==> src/rtl/press_classifier.sv <==
// press_classifier: classifies debounced switch gestures as short, long or double presses.
//
// Parameters:
//   LONG_CYCLES - hold time in clk cycles that qualifies a long press (>= 2)
//   GAP_CYCLES  - max release-to-press gap in clk cycles for a double press (>= 2)
//
// Ports:
//   clk_i       - clock, all logic on the rising edge
//   rst_i       - synchronous active-low reset
//   db_level_i  - debounced switch level
//   db_tick_i   - one-cycle pulse on the debounced rising edge
//   short_o     - one-cycle pulse, short press classified
//   long_o      - one-cycle pulse, long press classified
//   double_o    - one-cycle pulse, double press classified
//   event_cnt_o - wrap-around count of classified gestures
module press_classifier #(
    parameter int unsigned LONG_CYCLES = 50_000_000,
    parameter int unsigned GAP_CYCLES  = 12_500_000
) (
    input  logic       clk_i,
    input  logic       rst_i,
    input  logic       db_level_i,
    input  logic       db_tick_i,
    output logic       short_o,
    output logic       long_o,
    output logic       double_o,
    output logic [7:0] event_cnt_o
);

    localparam int unsigned MaxCycles = (LONG_CYCLES > GAP_CYCLES) ? LONG_CYCLES : GAP_CYCLES;
    localparam int unsigned TimerW    = $clog2(MaxCycles + 1);

    localparam logic [TimerW-1:0] LongLimit = TimerW'(LONG_CYCLES - 1);
    localparam logic [TimerW-1:0] GapLimit  = TimerW'(GAP_CYCLES - 1);
    localparam logic [TimerW-1:0] TimerOne  = TimerW'(1);

    typedef enum logic [2:0] {
        StIdle,
        StPress1,
        StWait2,
        StPress2,
        StLongHold
    } state_e;

    state_e            state_q, state_d;
    logic [TimerW-1:0] timer_q, timer_d;
    logic              short_q, short_d;
    logic              long_q, long_d;
    logic              double_q, double_d;
    logic [7:0]        cnt_q, cnt_d;

    always_comb begin
        state_d  = state_q;
        timer_d  = timer_q;
        short_d  = 1'b0;
        long_d   = 1'b0;
        double_d = 1'b0;
        cnt_d    = cnt_q;

        unique case (state_q)
            StIdle: begin
                if (db_tick_i) begin
                    state_d = StPress1;
                end
            end
            StPress1: begin
                // Release is checked first so it wins a tie with the long limit.
                if (!db_level_i) begin
                    state_d = StWait2;
                end else if (timer_q == LongLimit) begin
                    long_d  = 1'b1;
                    state_d = StLongHold;
                end else begin
                    timer_d = timer_q + TimerOne;
                end
            end
            StWait2: begin
                // A second tick wins a tie with the gap limit.
                if (db_tick_i) begin
                    state_d = StPress2;
                end else if (timer_q == GapLimit) begin
                    short_d = 1'b1;
                    state_d = StIdle;
                end else begin
                    timer_d = timer_q + TimerOne;
                end
            end
            StPress2: begin
                if (!db_level_i) begin
                    double_d = 1'b1;
                    state_d  = StIdle;
                end
            end
            StLongHold: begin
                if (!db_level_i) begin
                    state_d = StIdle;
                end
            end
            default: begin
                state_d = StIdle;
            end
        endcase

        if (state_d != state_q) begin
            timer_d = '0;
        end

        if (short_d || long_d || double_d) begin
            cnt_d = cnt_q + 8'd1;
        end
    end

    always_ff @(posedge clk_i) begin
        if (!rst_i) begin
            state_q  <= StIdle;
            timer_q  <= '0;
            short_q  <= 1'b0;
            long_q   <= 1'b0;
            double_q <= 1'b0;
            cnt_q    <= 8'd0;
        end else begin
            state_q  <= state_d;
            timer_q  <= timer_d;
            short_q  <= short_d;
            long_q   <= long_d;
            double_q <= double_d;
            cnt_q    <= cnt_d;
        end
    end

    assign short_o     = short_q;
    assign long_o      = long_q;
    assign double_o    = double_q;
    assign event_cnt_o = cnt_q;

endmodule

==> config.mk <==
export PLATFORM = sky130hd
export DESIGN_NAME = press_classifier
export DESIGN_NICKNAME = d
export VERILOG_FILES = /design/src/rtl/press_classifier.sv
export SDC_FILE = /design/constraint.sdc
export NUM_CORES = 1
export LEC_CHECK = 0
export CORE_UTILIZATION = 36
export DETAILED_ROUTE_END_ITERATION = 12
export GPL_ROUTABILITY_DRIVEN = 0
export PLACE_DENSITY = 0.51
export SKIP_LAST_GASP = 1
export SLEW_MARGIN = 10
export SYNTH_ARGS = -nofsm -noshare
export SYNTH_HDL_FRONTEND = slang
export SYNTH_SLANG_ARGS = --single-unit
export TNS_END_PERCENT = 1
==> constraint.sdc <==
create_clock -name clk_i -period 2.64 [get_ports clk_i]
set_clock_uncertainty 0.15 [all_clocks]
set_input_delay 0.396 -clock clk_i [delete_from_list [all_inputs] [get_ports clk_i]]
set_output_delay 0.396 -clock clk_i [all_outputs]
set_load 0.01 [all_outputs]
Word level (Yosys, flattened, before mapping) --
Cells that the tools add are included.
Operators by class: $lt $le $gt $ge 0, $add $sub $neg 2, equal/unequal tests 11, bitwise logic cells 1, multipliers 0, div/mod/pow operators 0, reduce and logical (&&, ||, !) cells 7, shift-type cells 0, muxes and demuxes 20
Operators by type and width (count):
- $mux 26 | 4
- $pmux 26 s2 | 1
- $add 26x1->26 const B | 1
- $eq 26x24->1 const B | 1
- $eq 26x26->1 const B | 1
- $mux 3 | 6
- $pmux 3 s4 | 1
- $add 8x1->8 const B | 1
- $mux 1 | 8
- $ne 2x2->1 const B | 4
- $eq 3x2->1 const B | 2
- $reduce_and 5->1 | 1
- $reduce_or 2->1 | 2
- $eq 3x1->1 const B | 1
- $eq 3x3->1 const B | 1
- $logic_not 3->1 | 1
- $ne 3x3->1 | 1
- $logic_or 1x1->1 | 2
- $reduce_bool 2->1 | 1
- $not 1->1 | 1
Storage, ports and cells: RAM bits 0, output and inout bits 11, memories 0, ROM bits 0, register bits after elaboration 40, bits in latches 0

Depth between registers and ports, before layout --
word-level depth 6, mapped depth 10, depth with buffers taken out 7

Worst setup path after synthesis --
Ideal clock, no wire load.
path type register -> register, start point reg timer_q[0], end point reg timer_q[0], path slack 0.419 ns, arrival 1.956 ns, required time 2.375 ns, cell stages (with the launch flop) 10, period minus slack after synthesis 2.221 ns, setup time 0.115 ns, path buffers 2, cell sequence dfxtp_1 ha_1 and3_1 clkbuf_2 nand4_1 o21ai_1 buf_2 nand2_1 xnor2_1 nor2_1
On the way: word-level cells in the longest chain between the ends 6
Ends and longest elaborated chain:
- start, declared | RTL line 46 | logic [TimerW-1:0] timer_q, timer_d;
- start signal, assigned | RTL line 123 | timer_q <= timer_d;
- parallel branches: the longest is 6 deep, another holds $add 26x1->26
Parallel ways; which one is timed is not known. The select of a mux whose other input is x is not followed. A chain may end at the register's enable or synchronous reset.

Final worst setup path --
start point reg timer_q[0], end point reg cnt_q[7] (netlist: event_cnt_o[7])
On the way: word-level cells in the longest chain between the ends 6
Ends and longest elaborated chain:
- $eq 26x24->1 or $eq 26x26->1 (tied branches) | RTL line 81, 70
- $mux 1 (on tied branches) | RTL line 81, 70
- $mux 1 (on tied branches) | RTL line 79, 68
- $mux 1 | RTL line 60 | unique case (state_q)
- $logic_or 1x1->1 * (2 in a row) | RTL line 108 | if (short_d || long_d || double_d) begin
- end signal, assigned | RTL line 127 | cnt_q <= cnt_d;
- end, declared | RTL line 50 | logic [7:0] cnt_q, cnt_d;
Mark *: on every way between the ends. The rest lies on a longest branch, timed or not.

==> impl_metrics.ini <==
[synthesis]
ys_warn_count = 0
avgSynthCellArea_um2 = 8.769
synthArstFlopShare_pct = 0
netlist_area_um2 = 2166
synth_xor_xnor_area_share_pct = 9.301
synth_cells = 247
synth.distinct_cells = 52
yosys.area_share.simple_pct = 32.76
synth_edf_count = 0
synth-compound-area-share_pct = 12.71
synth_top_family_by_area = simple AND/OR/NAND/NOR gates
synth_ff_type = dfxtp_1
muxShareOfSynthArea_pct = 3.235
ys_seq_elements = 40
ys_seq_area_share_pct = 36.97
synth_fa_ha_area_share_pct = 1.155
synth_fp_nets = 253

[global_routing]
grtUsageTotal_pct = 17.94
grt_pass1_wl_um = 8797
grt_antenna_before_repair = 0
grt.overflow.total = 0
grt_pass1_vias = 1830
grt_max_degree = 27

[setup_path]
crit_arrival_ns = 2.42
path_buf_inv = 0
cp_max_fo = 8
path_cells = ha_1 > and3_1 > nand4_4 > nor4_4 > or3_1 > nand4_1 > mux2i_1
path_class = reg2reg
crit_slowest_cell = dfxtp_1
slowest_delay_ns = 0.41
critical-path-top-delay-family = simple AND/OR/NAND/NOR gates
crit_required_ns = 2.67
crit_path_start_kind = register
end_kind = register

[clock_network]
cts.sinks = 40
post-cts-setup-buffers = 0
clk_pin_slew_ns = 0.08
ctsHoldBuffers = 0
clock-root-buffer = clkbuf_8
cts_buffer_depth = 2
h-tree-depth = 2
ctsResizeCount = 0
clkLatencyLatePin_ns = 0.29
cts_buffers = 5
cts_tree = built

[timing]
fin_setup_tns_ns = 0
period_share_pct = 90.61
hold_slack_ns = 0.3232
rsz0062_at_grt = no
worst_slew_pin_slew_ns = 0.5977
maxSlewHeadroom_pct = 59.13
maxSlewViolCount = 0
setup_ws_ns = 0.2478
fin_crit_ns = 2.392
setup_viol = 0
fmax_mhz = 418.0
hold_violations = 0

[route]
vias = 1870
first_pass_iters = 5
ant_nets = 0
first_iter_violations = 60
via_per_inst = 5.343
wl_per_cell_um = 14.46
wl_um = 5061
drc = 0

[run]
cap_viol_max_count = 0

[pwr]
internal-power_uw = 811.3
switchingPower_uw = 253.2
netSwitchingFraction_pct = 23.78
power_frac_clock_pct = 36.5
power.total_uw = 1065
powerDensity_nw_per_um2 = 414.6
seqPwrFrac_pct = 57.4
ir_worst_vdd_mv = 0.1690
p_comb_share_pct = 6.1
power.leakage_uw = 0.0009261

[layout]
multi_input_area_um2 = 1281
n_antenna_cell = 0
fill_cells = 567
final_common_cell = dfxtp_1
layout_common_cells = 40 x dfxtp_1, 28 x nor2_1, 19 x xnor2_1, 19 x buf_4, 17 x nand2_1
drive_gt1_share_pct = 11.87
layout.nets = 284
area_growth_pct = 18.54
fin_cells = 350
seq_area_um2 = 800.8

[place]
io_buffers = 14
dp_cells = 343
dp_slack_ns = 0.1646
hpwl_um = 3599

[floorplan]
initial_core_util_pct = 38.39
fp.dieW_um = 79.57
die-area_um2 = 6331
ios = 15
core_area_um2 = 5642
rows = 27
die_y_um = 79.57

[run_status]
outcome = completed

[worst_hold_path]
min_path_type = reg2reg
## synthesized netlist by cell type, types with 2 or more instances
| cell | instances | share of area (%) |
|---|---|---|
| xor2_1 | 4 | 1.6 |
| or4_1 | 2 | 0.69 |
| nor2_1 | 28 | 4.9 |
| inv_1 | 4 | 0.69 |
| nor3_1 | 3 | 0.69 |
| mux2i_1 | 7 | 3.2 |
| a211oi_1 | 7 | 2.4 |
| nand3_1 | 14 | 3.2 |
| ha_1 | 2 | 1.2 |
| o21ai_0 | 4 | 0.92 |
| clkbuf_1 | 2 | 0.35 |
| buf_2 | 3 | 0.69 |
| nand2b_1 | 11 | 3.2 |
| or3_1 | 3 | 0.87 |
| o21a_1 | 3 | 1.0 |
| and3_1 | 9 | 2.6 |
| dfxtp_1 | 40 | 37 |
| xnor2_1 | 19 | 7.7 |
| nand4b_1 | 3 | 1.2 |
| nor4bb_1 | 2 | 0.92 |
| nand4_1 | 11 | 3.2 |
| buf_6 | 3 | 1.6 |
| a21oi_1 | 14 | 3.2 |
| and4_1 | 3 | 1.2 |
| nor2b_1 | 2 | 0.58 |
| nor4b_1 | 2 | 0.81 |
| nand2_1 | 17 | 2.9 |
## final timing paths
path                  start             end  slack, ns  depth (start not counted)
max reg2reg      timer_q[0]  event_cnt_o[7]       0.25                          7
min reg2reg  event_cnt_o[7]  event_cnt_o[7]       0.32                          2
min          event_cnt_o[7]  event_cnt_o[7]       0.32                          2
max              timer_q[0]  event_cnt_o[7]       0.25                          7
## stage by stage
stage / cell area (um^2) / util (%)
global route: 2567 / 45.51
CTS: 2567 / 45.51
finish: 2567 / 45.51
floorplan: 2166 / -
detailed placement: 2490 / 44.13
global placement: 2490 / 44.13
## cell families (layout without fill, tap and decap cells)
group,after synthesis,count (layout)
compound gates,40,40
xor+xnor,23,23
mux,7,7
fa+ha+maj,2,2
flops,40,40
buf+inv,14,45
simple gates,121,121
## sequential cells by signal (all words and copies together), names as in the netlist
signal and cells:
state_q 3, short_o 1, event_cnt_o 8, long_o 1, double_o 1, timer_q 26
## power groups by stage
stage	Sequential (uW)	Clock (uW)	Combinational [uW]
finish	611	388	65.0
global route	612	433	72.5
CTS	611	409	65.6
detailed placement	625	0	65.2
global placement	625	0	66.7
floorplan	624	0	43.7
## worst register-to-register path: stages, from the launching register on
cell and delay (ns):
dfxtp_1 0.41, ha_1 0.19, and3_1 0.35, nand4_4 0.22, nor4_4 0.32, or3_1 0.33
nand4_1 0.17, mux2i_1 0.14
## routing by layer
metal,wire length (um),track usage (%),vias up
met2,2159,27.78,41
met1,2602,24.01,860
met5,0,0,-
met4,101,6.909,0
li1,-,-,958
met3,198,4.000,11
## final cells by class
cell class | instances | area share, %
inverter | 4 | 0.5848
clock inverter | 1 | 0.1949
clock buffer | 6 | 2.827
multi-input combinational | 193 | 49.90
timing repair buffer | 34 | 11.79
tap | 72 | 3.509
sequential | 40 | 31.19
(Power assumes the default switching activity.)
